### config.mk
export PLATFORM = sky130hd
export DESIGN_NAME = fcore_fetch_decode
export DESIGN_NICKNAME = d
export VERILOG_FILES = /design/src/rtl/fcore_fetch_decode.sv
export SDC_FILE = /design/constraint.sdc
export NUM_CORES = 1
export LEC_CHECK = 0
export BUFFER_PORTS_ARGS = -buffer_cell sky130_fd_sc_hd__buf_4
export CORE_MARGIN = 10
export CORE_UTILIZATION = 53
export CTS_CLUSTER_SIZE = 14
export DETAILED_ROUTE_END_ITERATION = 8
export GPL_TIMING_DRIVEN = 1
export PLACE_DENSITY = 0.89
export SLEW_MARGIN = 20
export SYNTH_ARGS = -nofsm -noshare
export SYNTH_HDL_FRONTEND = slang
export SYNTH_SLANG_ARGS = --single-unit
### constraint.sdc
create_clock -name clock -period 3.3 [get_ports clock]
set_input_delay 0.33 -clock clock [delete_from_list [all_inputs] [get_ports clock]]
set_output_delay 0.33 -clock clock [all_outputs]
set_load 0.02 [all_outputs]
### src/rtl/fcore_fetch_decode.sv
// fCore instruction fetch/decode front end: sequences program memory from address 0,
// splits words into opcode/register fields, merges LDC constants, handles STOP/EFI/reserved.
module fcore_fetch_decode #(
  parameter int PMEM_ADDR_WIDTH   = 10,
  parameter int INSTRUCTION_WIDTH = 32,
  parameter int OPCODE_WIDTH      = 5,
  parameter int REG_ADDR_WIDTH    = 4
) (
  input  logic                         clock,
  input  logic                         reset,
  input  logic                         start,
  output logic                         pmem_en,
  output logic [PMEM_ADDR_WIDTH-1:0]   pmem_addr,
  input  logic [INSTRUCTION_WIDTH-1:0] pmem_data,
  input  logic                         efi_done,
  output logic                         instr_valid,
  output logic [OPCODE_WIDTH-1:0]      opcode,
  output logic [REG_ADDR_WIDTH-1:0]    operand_a,
  output logic [REG_ADDR_WIDTH-1:0]    operand_b,
  output logic [REG_ADDR_WIDTH-1:0]    dest,
  output logic [INSTRUCTION_WIDTH-1:0] immediate,
  output logic                         busy,
  output logic                         done,
  output logic                         illegal_opcode,
  output logic                         overrun
);

  typedef enum logic [1:0] {IDLE, RUN, CONST, EFI_WAIT} state_t;

  localparam logic [OPCODE_WIDTH-1:0]    OP_LDC    = OPCODE_WIDTH'(6);
  localparam logic [OPCODE_WIDTH-1:0]    OP_STOP   = OPCODE_WIDTH'(12);
  localparam logic [OPCODE_WIDTH-1:0]    OP_EFI    = OPCODE_WIDTH'(21);
  localparam logic [OPCODE_WIDTH-1:0]    OP_RSV_LO = OPCODE_WIDTH'(27);
  localparam logic [PMEM_ADDR_WIDTH-1:0] LAST_ADDR = '1;

  state_t                       state, state_n;
  logic [PMEM_ADDR_WIDTH-1:0]   pc, pc_n;
  logic                         inflight, inflight_n;
  logic                         inflight_last, inflight_last_n;
  logic                         fetch_stop, fetch_stop_n;
  logic                         ending, ending_n;
  logic [REG_ADDR_WIDTH-1:0]    ldc_a, ldc_a_n, ldc_b, ldc_b_n, ldc_dest, ldc_dest_n;
  logic                         valid_n, done_n, illegal_n, overrun_n;
  logic [OPCODE_WIDTH-1:0]      opcode_n;
  logic [REG_ADDR_WIDTH-1:0]    operand_a_n, operand_b_n, dest_n;
  logic [INSTRUCTION_WIDTH-1:0] immediate_n;
  logic                         fetch, cancel;

  logic [OPCODE_WIDTH-1:0]   w_op;
  logic [REG_ADDR_WIDTH-1:0] w_a, w_b, w_dest;

  assign w_op   = pmem_data[OPCODE_WIDTH-1:0];
  assign w_a    = pmem_data[OPCODE_WIDTH +: REG_ADDR_WIDTH];
  assign w_b    = pmem_data[OPCODE_WIDTH + REG_ADDR_WIDTH +: REG_ADDR_WIDTH];
  assign w_dest = pmem_data[OPCODE_WIDTH + 2*REG_ADDR_WIDTH +: REG_ADDR_WIDTH];

  assign fetch     = (state == RUN || state == CONST) && !ending && !fetch_stop;
  assign pmem_en   = fetch;
  assign pmem_addr = pc;
  assign busy      = (state != IDLE);

  always_ff @(posedge clock or posedge reset) begin
    if (reset) begin
      state          <= IDLE;
      pc             <= '0;
      inflight       <= 1'b0;
      inflight_last  <= 1'b0;
      fetch_stop     <= 1'b0;
      ending         <= 1'b0;
      ldc_a          <= '0;
      ldc_b          <= '0;
      ldc_dest       <= '0;
      instr_valid    <= 1'b0;
      opcode         <= '0;
      operand_a      <= '0;
      operand_b      <= '0;
      dest           <= '0;
      immediate      <= '0;
      done           <= 1'b0;
      illegal_opcode <= 1'b0;
      overrun        <= 1'b0;
    end else begin
      state          <= state_n;
      pc             <= pc_n;
      inflight       <= inflight_n;
      inflight_last  <= inflight_last_n;
      fetch_stop     <= fetch_stop_n;
      ending         <= ending_n;
      ldc_a          <= ldc_a_n;
      ldc_b          <= ldc_b_n;
      ldc_dest       <= ldc_dest_n;
      instr_valid    <= valid_n;
      opcode         <= opcode_n;
      operand_a      <= operand_a_n;
      operand_b      <= operand_b_n;
      dest           <= dest_n;
      immediate      <= immediate_n;
      done           <= done_n;
      illegal_opcode <= illegal_n;
      overrun        <= overrun_n;
    end
  end

  always_comb begin
    state_n         = state;
    pc_n            = pc;
    inflight_n      = 1'b0;
    inflight_last_n = 1'b0;
    fetch_stop_n    = fetch_stop;
    ending_n        = 1'b0;
    ldc_a_n         = ldc_a;
    ldc_b_n         = ldc_b;
    ldc_dest_n      = ldc_dest;
    valid_n         = 1'b0;
    opcode_n        = opcode;
    operand_a_n     = operand_a;
    operand_b_n     = operand_b;
    dest_n          = dest;
    immediate_n     = immediate;
    done_n          = 1'b0;
    illegal_n       = illegal_opcode;
    overrun_n       = overrun;
    cancel          = 1'b0;

    case (state)
      IDLE: begin
        if (start) begin
          state_n      = RUN;
          pc_n         = '0;
          fetch_stop_n = 1'b0;
          illegal_n    = 1'b0;
          overrun_n    = 1'b0;
        end
      end
      RUN: begin
        // 'ending' is the extra cycle between the terminating word and the done pulse
        if (ending) begin
          state_n      = IDLE;
          done_n       = 1'b1;
          pc_n         = '0;
          fetch_stop_n = 1'b0;
        end else if (inflight) begin
          if (w_op == OP_STOP) begin
            cancel   = 1'b1;
            ending_n = 1'b1;
          end else begin
            if (w_op == OP_LDC) begin
              ldc_a_n    = w_a;
              ldc_b_n    = w_b;
              ldc_dest_n = w_dest;
              state_n    = CONST;
            end else begin
              valid_n     = 1'b1;
              immediate_n = '0;
              if (w_op >= OP_RSV_LO) begin
                opcode_n    = '0;
                operand_a_n = '0;
                operand_b_n = '0;
                dest_n      = '0;
                illegal_n   = 1'b1;
              end else begin
                opcode_n    = w_op;
                operand_a_n = w_a;
                operand_b_n = w_b;
                dest_n      = w_dest;
              end
              if (w_op == OP_EFI && !inflight_last) begin
                state_n = EFI_WAIT;
                cancel  = 1'b1;
              end
            end
            if (inflight_last) begin
              state_n   = RUN;
              overrun_n = 1'b1;
              ending_n  = 1'b1;
            end
          end
        end
      end
      CONST: begin
        if (inflight) begin
          valid_n     = 1'b1;
          opcode_n    = OP_LDC;
          operand_a_n = ldc_a;
          operand_b_n = ldc_b;
          dest_n      = ldc_dest;
          immediate_n = pmem_data;
          state_n     = RUN;
          if (inflight_last) begin
            overrun_n = 1'b1;
            ending_n  = 1'b1;
          end
        end
      end
      EFI_WAIT: begin
        if (efi_done) state_n = RUN;
      end
      default: state_n = IDLE;
    endcase

    // A cancelled read leaves pc pointing at the cancelled address so fetch resumes there
    if (fetch && !cancel) begin
      inflight_n      = 1'b1;
      inflight_last_n = (pc == LAST_ADDR);
      if (pc == LAST_ADDR) fetch_stop_n = 1'b1;
      else                 pc_n         = pc + 1'b1;
    end
  end

endmodule

Yosys cells after proc, flatten, opt, wreduce, memory -nomap -nowiden
Index checks and enable logic that the tools add are counted.
- add/sub/neg operators: 1
- $lt $le $gt $ge: 1
- equality and inequality tests: 18
- mux-type cells: 89
- bitwise operators: 2
- reduce and logical (&&, ||, !) cells: 19
- operators with widths (kind ; count):
    $mux 32 ; 5
    $mux 4 ; 18
    $pmux 32 s2 ; 1
    $mux 10 ; 4
    $mux 1 ; 35
    $mux 5 ; 6
    $pmux 4 s2 ; 3
    $pmux 10 s2 ; 1
    $mux 2 ; 9
    $reduce_and 6->1 ; 3
    $ne 2x2->1 const B ; 7
    $add 10x1->10 const B ; 1
    $eq 10x10->1 const B ; 1
    $pmux 5 s2 ; 1
    $pmux 1 s2 ; 4
    $pmux 2 s4 ; 1
    $reduce_and 7->1 ; 1
    $ne 3x3->1 const B ; 2
    $reduce_bool 2->1 ; 3
    $eq 5x3->1 const B ; 1
    $eq 5x4->1 const B ; 1
    $eq 5x5->1 const B ; 1
    $ge 5x5->1 const B ; 1
    $ne 5x3->1 const B ; 1
    11 further kinds ; 19
- register bits: 81
- bits of input ports: 36
- output and inout port bits: 65
- logic and storage cells: 148

Longest topological paths before layout
- depth in word-level cells: 11
- gate-level depth with buffers: 8

Least setup slack after synthesis
No wires, ideal clock.
- kind: reg2reg
- start: reg state[0]
- end: reg pc[2], in the netlist pmem_addr[2]
- arrival: 1.886 ns
- setup slack: 1.293 ns
- cell stages (with the launch flop): 6
- path buffers: 0
- cells stage by stage: dfrtp_1 -> inv_1 -> ha_1 -> nor3b_2 -> a31oi_1 -> a22o_1
- word-level cells in the longest chain between the ends: 6
- elaborated cells between the ends (all ways): 12
- classes of those cells: eq/ne: 2; mux: 4; reduce/logical: 6
- RTL lines (what ; line ; RTL):
    from (decl) ; 36 ; state_t state, state_n;
    from (signal assigned) ; 83 ; state <= state_n;
    $eq 2x1->1 or $eq 2x2->1 (tied branches) ; 57 ; assign fetch = (state == RUN || state == CONST) && !ending && !fetch_stop;
    $logic_or 1x1->1 * ; 57 ;
    $logic_and 1x1->1 * (2 in series) ; 57 ;
    named net pmem_en ; 12 ; output logic pmem_en,
    $logic_and 1x1->1 * ; 202 ; if (fetch && !cancel) begin
    $mux 10 * ; 202 ;
    named net pc_n[2] ; 37 ; logic [PMEM_ADDR_WIDTH-1:0] pc, pc_n;
    to (signal assigned) ; 84 ; pc <= pc_n;
    to (decl) ; 37 ;
The timed path passes the listed nets; every way through them passes the cells marked *.
A chain may end at the register's enable or synchronous reset.

Worst setup path after layout
- start: reg state[1]
- end: reg operand_b[3]
- word-level cells in the longest chain between the ends: 3
- elaborated cells between the ends (all ways): 10
- classes of those cells: eq/ne: 7; mux: 1; reduce/logical: 2
- RTL lines (what ; line ; RTL):
    $eq 2x1->1 or $eq 2x2->1 (tied branches) ; 125 ; case (state)
    $ne 2x2->1 (no line) or $reduce_bool 2->1 (tied branches) ; -- ;
    $reduce_and 6->1 (no line) ; -- ;
    to (signal assigned) ; 95 ; operand_b <= operand_b_n;
    to (decl) ; 19 ; output logic [REG_ADDR_WIDTH-1:0] operand_b,
Several ways; a longest one is shown, not always the timed one.

==> results.cfg <==
[status]
outcome = completed

[cts]
postCtsSetupBuffers = 0
cts.path.max_buffers = 2
cts_buffers = 9
cts.clk_slew.worst_paths_ns = 0.10
cts_tree = built
cts_root_buf = clkbuf_8
insertion_delay_ns = 0.37
hold_buffers = 0
cts.sinks = 81
htree_levels = 3
cts.repair.resized = 0

[worst_setup_path]
crit_type = flip-flop to flip-flop
required_ns = 3.55
arrival_ns = 3.01
crit_fanout = 26
start_kind = flip-flop
endpoint_kind = flip-flop
r2r_slack_ns = 0.54

[logic_synthesis]
synth.most_common_cell = dfrtp_1
yosys.cell_types.count = 58
synth.top_cell.area_share_pct = 49.41
ys_top_cells_by_count = dfrtp_1, nand2_1, inv_1
syn_nets = 433
synth_seq_cells = 81
syn_area_per_cell_um2 = 10.47
yosysSeqAreaShare_pct = 49.41
synth-edff-count = 0
synth_cells = 392
synth_largest_area_cell = dfrtp_1
synth_area_leaders = dfrtp_1, mux2i_1, mux2_1, nand2_1, inv_1
yosys_most_used_dff = dfrtp_1
yosysWarningCount = 0
async_reset_ff_share_pct = 100.0
syn-cell-area_um2 = 4103

[die]
io_pins = 101
fp.coreArea_um2 = 7647
fp-row-count = 32
die_w_um = 108.0
initial_core_util_pct = 53.65
die_area_um2 = 11660
die_h_um = 108.0

[placement]
hpwlAfterDp_um = 7221
portBuffers = 100
gp_congestion = 0.8699
place_area_um2 = 4887

[sta]
max_freq_mhz = 361.7
tightestPinTransition_ns = 0.9606
hold_ws_ns = 0.08483
setup_violations = 0
skew_ns = 0.01661
rsz0062_at_grt = no
slew_violations = 0
fin_crit_sh_pct = 83.77
max_slew_margin_pct = 35.82
period_needed_ns = 2.765
final.setup.tns_ns = 0
hold_viol_final = 0

[grt]
grt_usage_pct = 16.75
overflow = 0
grt_max_degree = 62
grt_pass1_wl_um = 15790
antenna_found_initial = 0
grt_pass1_vias = 3287

[layout]
area_growth_pct = 24.03
num_antenna_cells = 0
finalNetCount = 528
finalInstanceArea_um2 = 5089
drive_gt1_share_pct = 25.81
utilization_pct = 66.54
nFillCells = 592

[pwr]
totalPowerFinal_mw = 4.403
ir_worst_vdd_v = 0.0005086
power_leakage_nw = 2.480
pwr_density_cell_nw_per_um2 = 865.2

[detailed_routing]
drt_iter0_drc = 151
dr.pass1.iters = 4
routed_wl_um = 9865
drc = 0
wl_per_cell_um = 16.61
antenna_left = 0
vias = 3177
vias_per_cell = 5.348

[worst_hold_path]
hold_path.class = input port to asynchronous set/reset pin

[run]
drv_cap = 0
## cell type report
type | instances | area [um^2] | share of cell area, %
flip-flops and latches | 81 | 2027 | 39.83
multi-input cells | 251 | 1804 | 35.46
inverters | 41 | 156.4 | 3.074
well taps | 102 | 127.6 | 2.508
repair buffers | 103 | 773.2 | 15.20
clock inverters | 6 | 72.57 | 1.426
clock buffers | 10 | 127.6 | 2.508
## logic make-up after synthesis
kind of cell | after synthesis | share of synthesized area, %
fa+ha+maj | 5 | 1.525
compound gates | 60 | 10.43
flops | 81 | 49.41
xor+xnor | 5 | 1.067
simple gates | 120 | 15.07
buf+inv | 60 | 6.861
mux | 61 | 15.65
## stage by stage
stage                     std cells  setup WS [ns]
after floorplan                 392         0.8899
after global placement          578         0.6285
after detailed placement        578         0.5279
after CTS                       594         0.5328
after global routing            594         0.3409
final                           594         0.5355
## cell usage in the layout, fill, tap and decap left out, types with 2 or more instances in the layout
cell type,count
a21o_1,2
a21oi_1,9
a22o_1,3
a31oi_1,2
a32o_1,4
and2_1,2
and4_1,2
buf_4,103
clkbuf_8,9
dfrtp_1,81
ha_1,4
inv_1,39
inv_6,3
mux2_1,25
mux2i_1,36
nand2_1,60
nand2b_1,19
nand3_1,6
nand3b_1,2
nand4_1,3
nor2_1,6
nor2b_1,7
nor3_1,2
o211ai_1,3
o21a_1,2
o21ai_0,16
o2bb2ai_1,2
o31ai_1,2
xnor2_1,4
## path summary, 6_finish.rpt
kind | start | endpoint | cells past startpoint
worst max-delay path | state[1] | operand_b[3] | 6
worst min-delay path | reset | operand_b[2] | 2
worst max register to register | state[1] | operand_b[3] | 6
worst min register to register | ldc_a[0] | ldc_a[0] | 1
max in group asynchronous | reset | immediate[29] | 3
min in group clock | pmem_data[15] | ldc_dest[2] | 2
## routing by layer
metal / vias up / global-route usage, % / share of wire, %
met5: - / 0 / 0
met2: 91 / 28.36 / 50
li1: 1520 / - / -
met3: 10 / 4.938 / 6.7
met4: 0 / 6.489 / 1.3
met1: 1556 / 19.56 / 42
## flip-flops by register name, indices dropped and copies added, names as in the netlist
| signal | count |
|---|---|
| dest | 4 |
| done | 1 |
| ending | 1 |
| fetch_stop | 1 |
| illegal_opcode | 1 |
| immediate | 32 |
| inflight | 1 |
| inflight_last | 1 |
| instr_valid | 1 |
| ldc_a | 4 |
| ldc_b | 4 |
| ldc_dest | 4 |
| opcode | 5 |
| operand_a | 4 |
| operand_b | 4 |
| overrun | 1 |
| pmem_addr | 10 |
| state | 2 |
## where the power goes
| group | total, mW | internal, mW | switching (mW) |
|---|---|---|---|
| Sequential | 1.45 | 1.26 | 0.183 |
| Combinational | 2.21 | 0.946 | 1.27 |
| Clock | 0.746 | 0.362 | 0.384 |
## critical path: stages (launching register included)
cell and delay (ns):
dfrtp_1 0.42, inv_1 0.10, ha_1 0.39, nand2_1 0.14, a21oi_4 0.75, buf_4 0.49
mux2_1 0.36
Power figures use the tool's default switching activity.
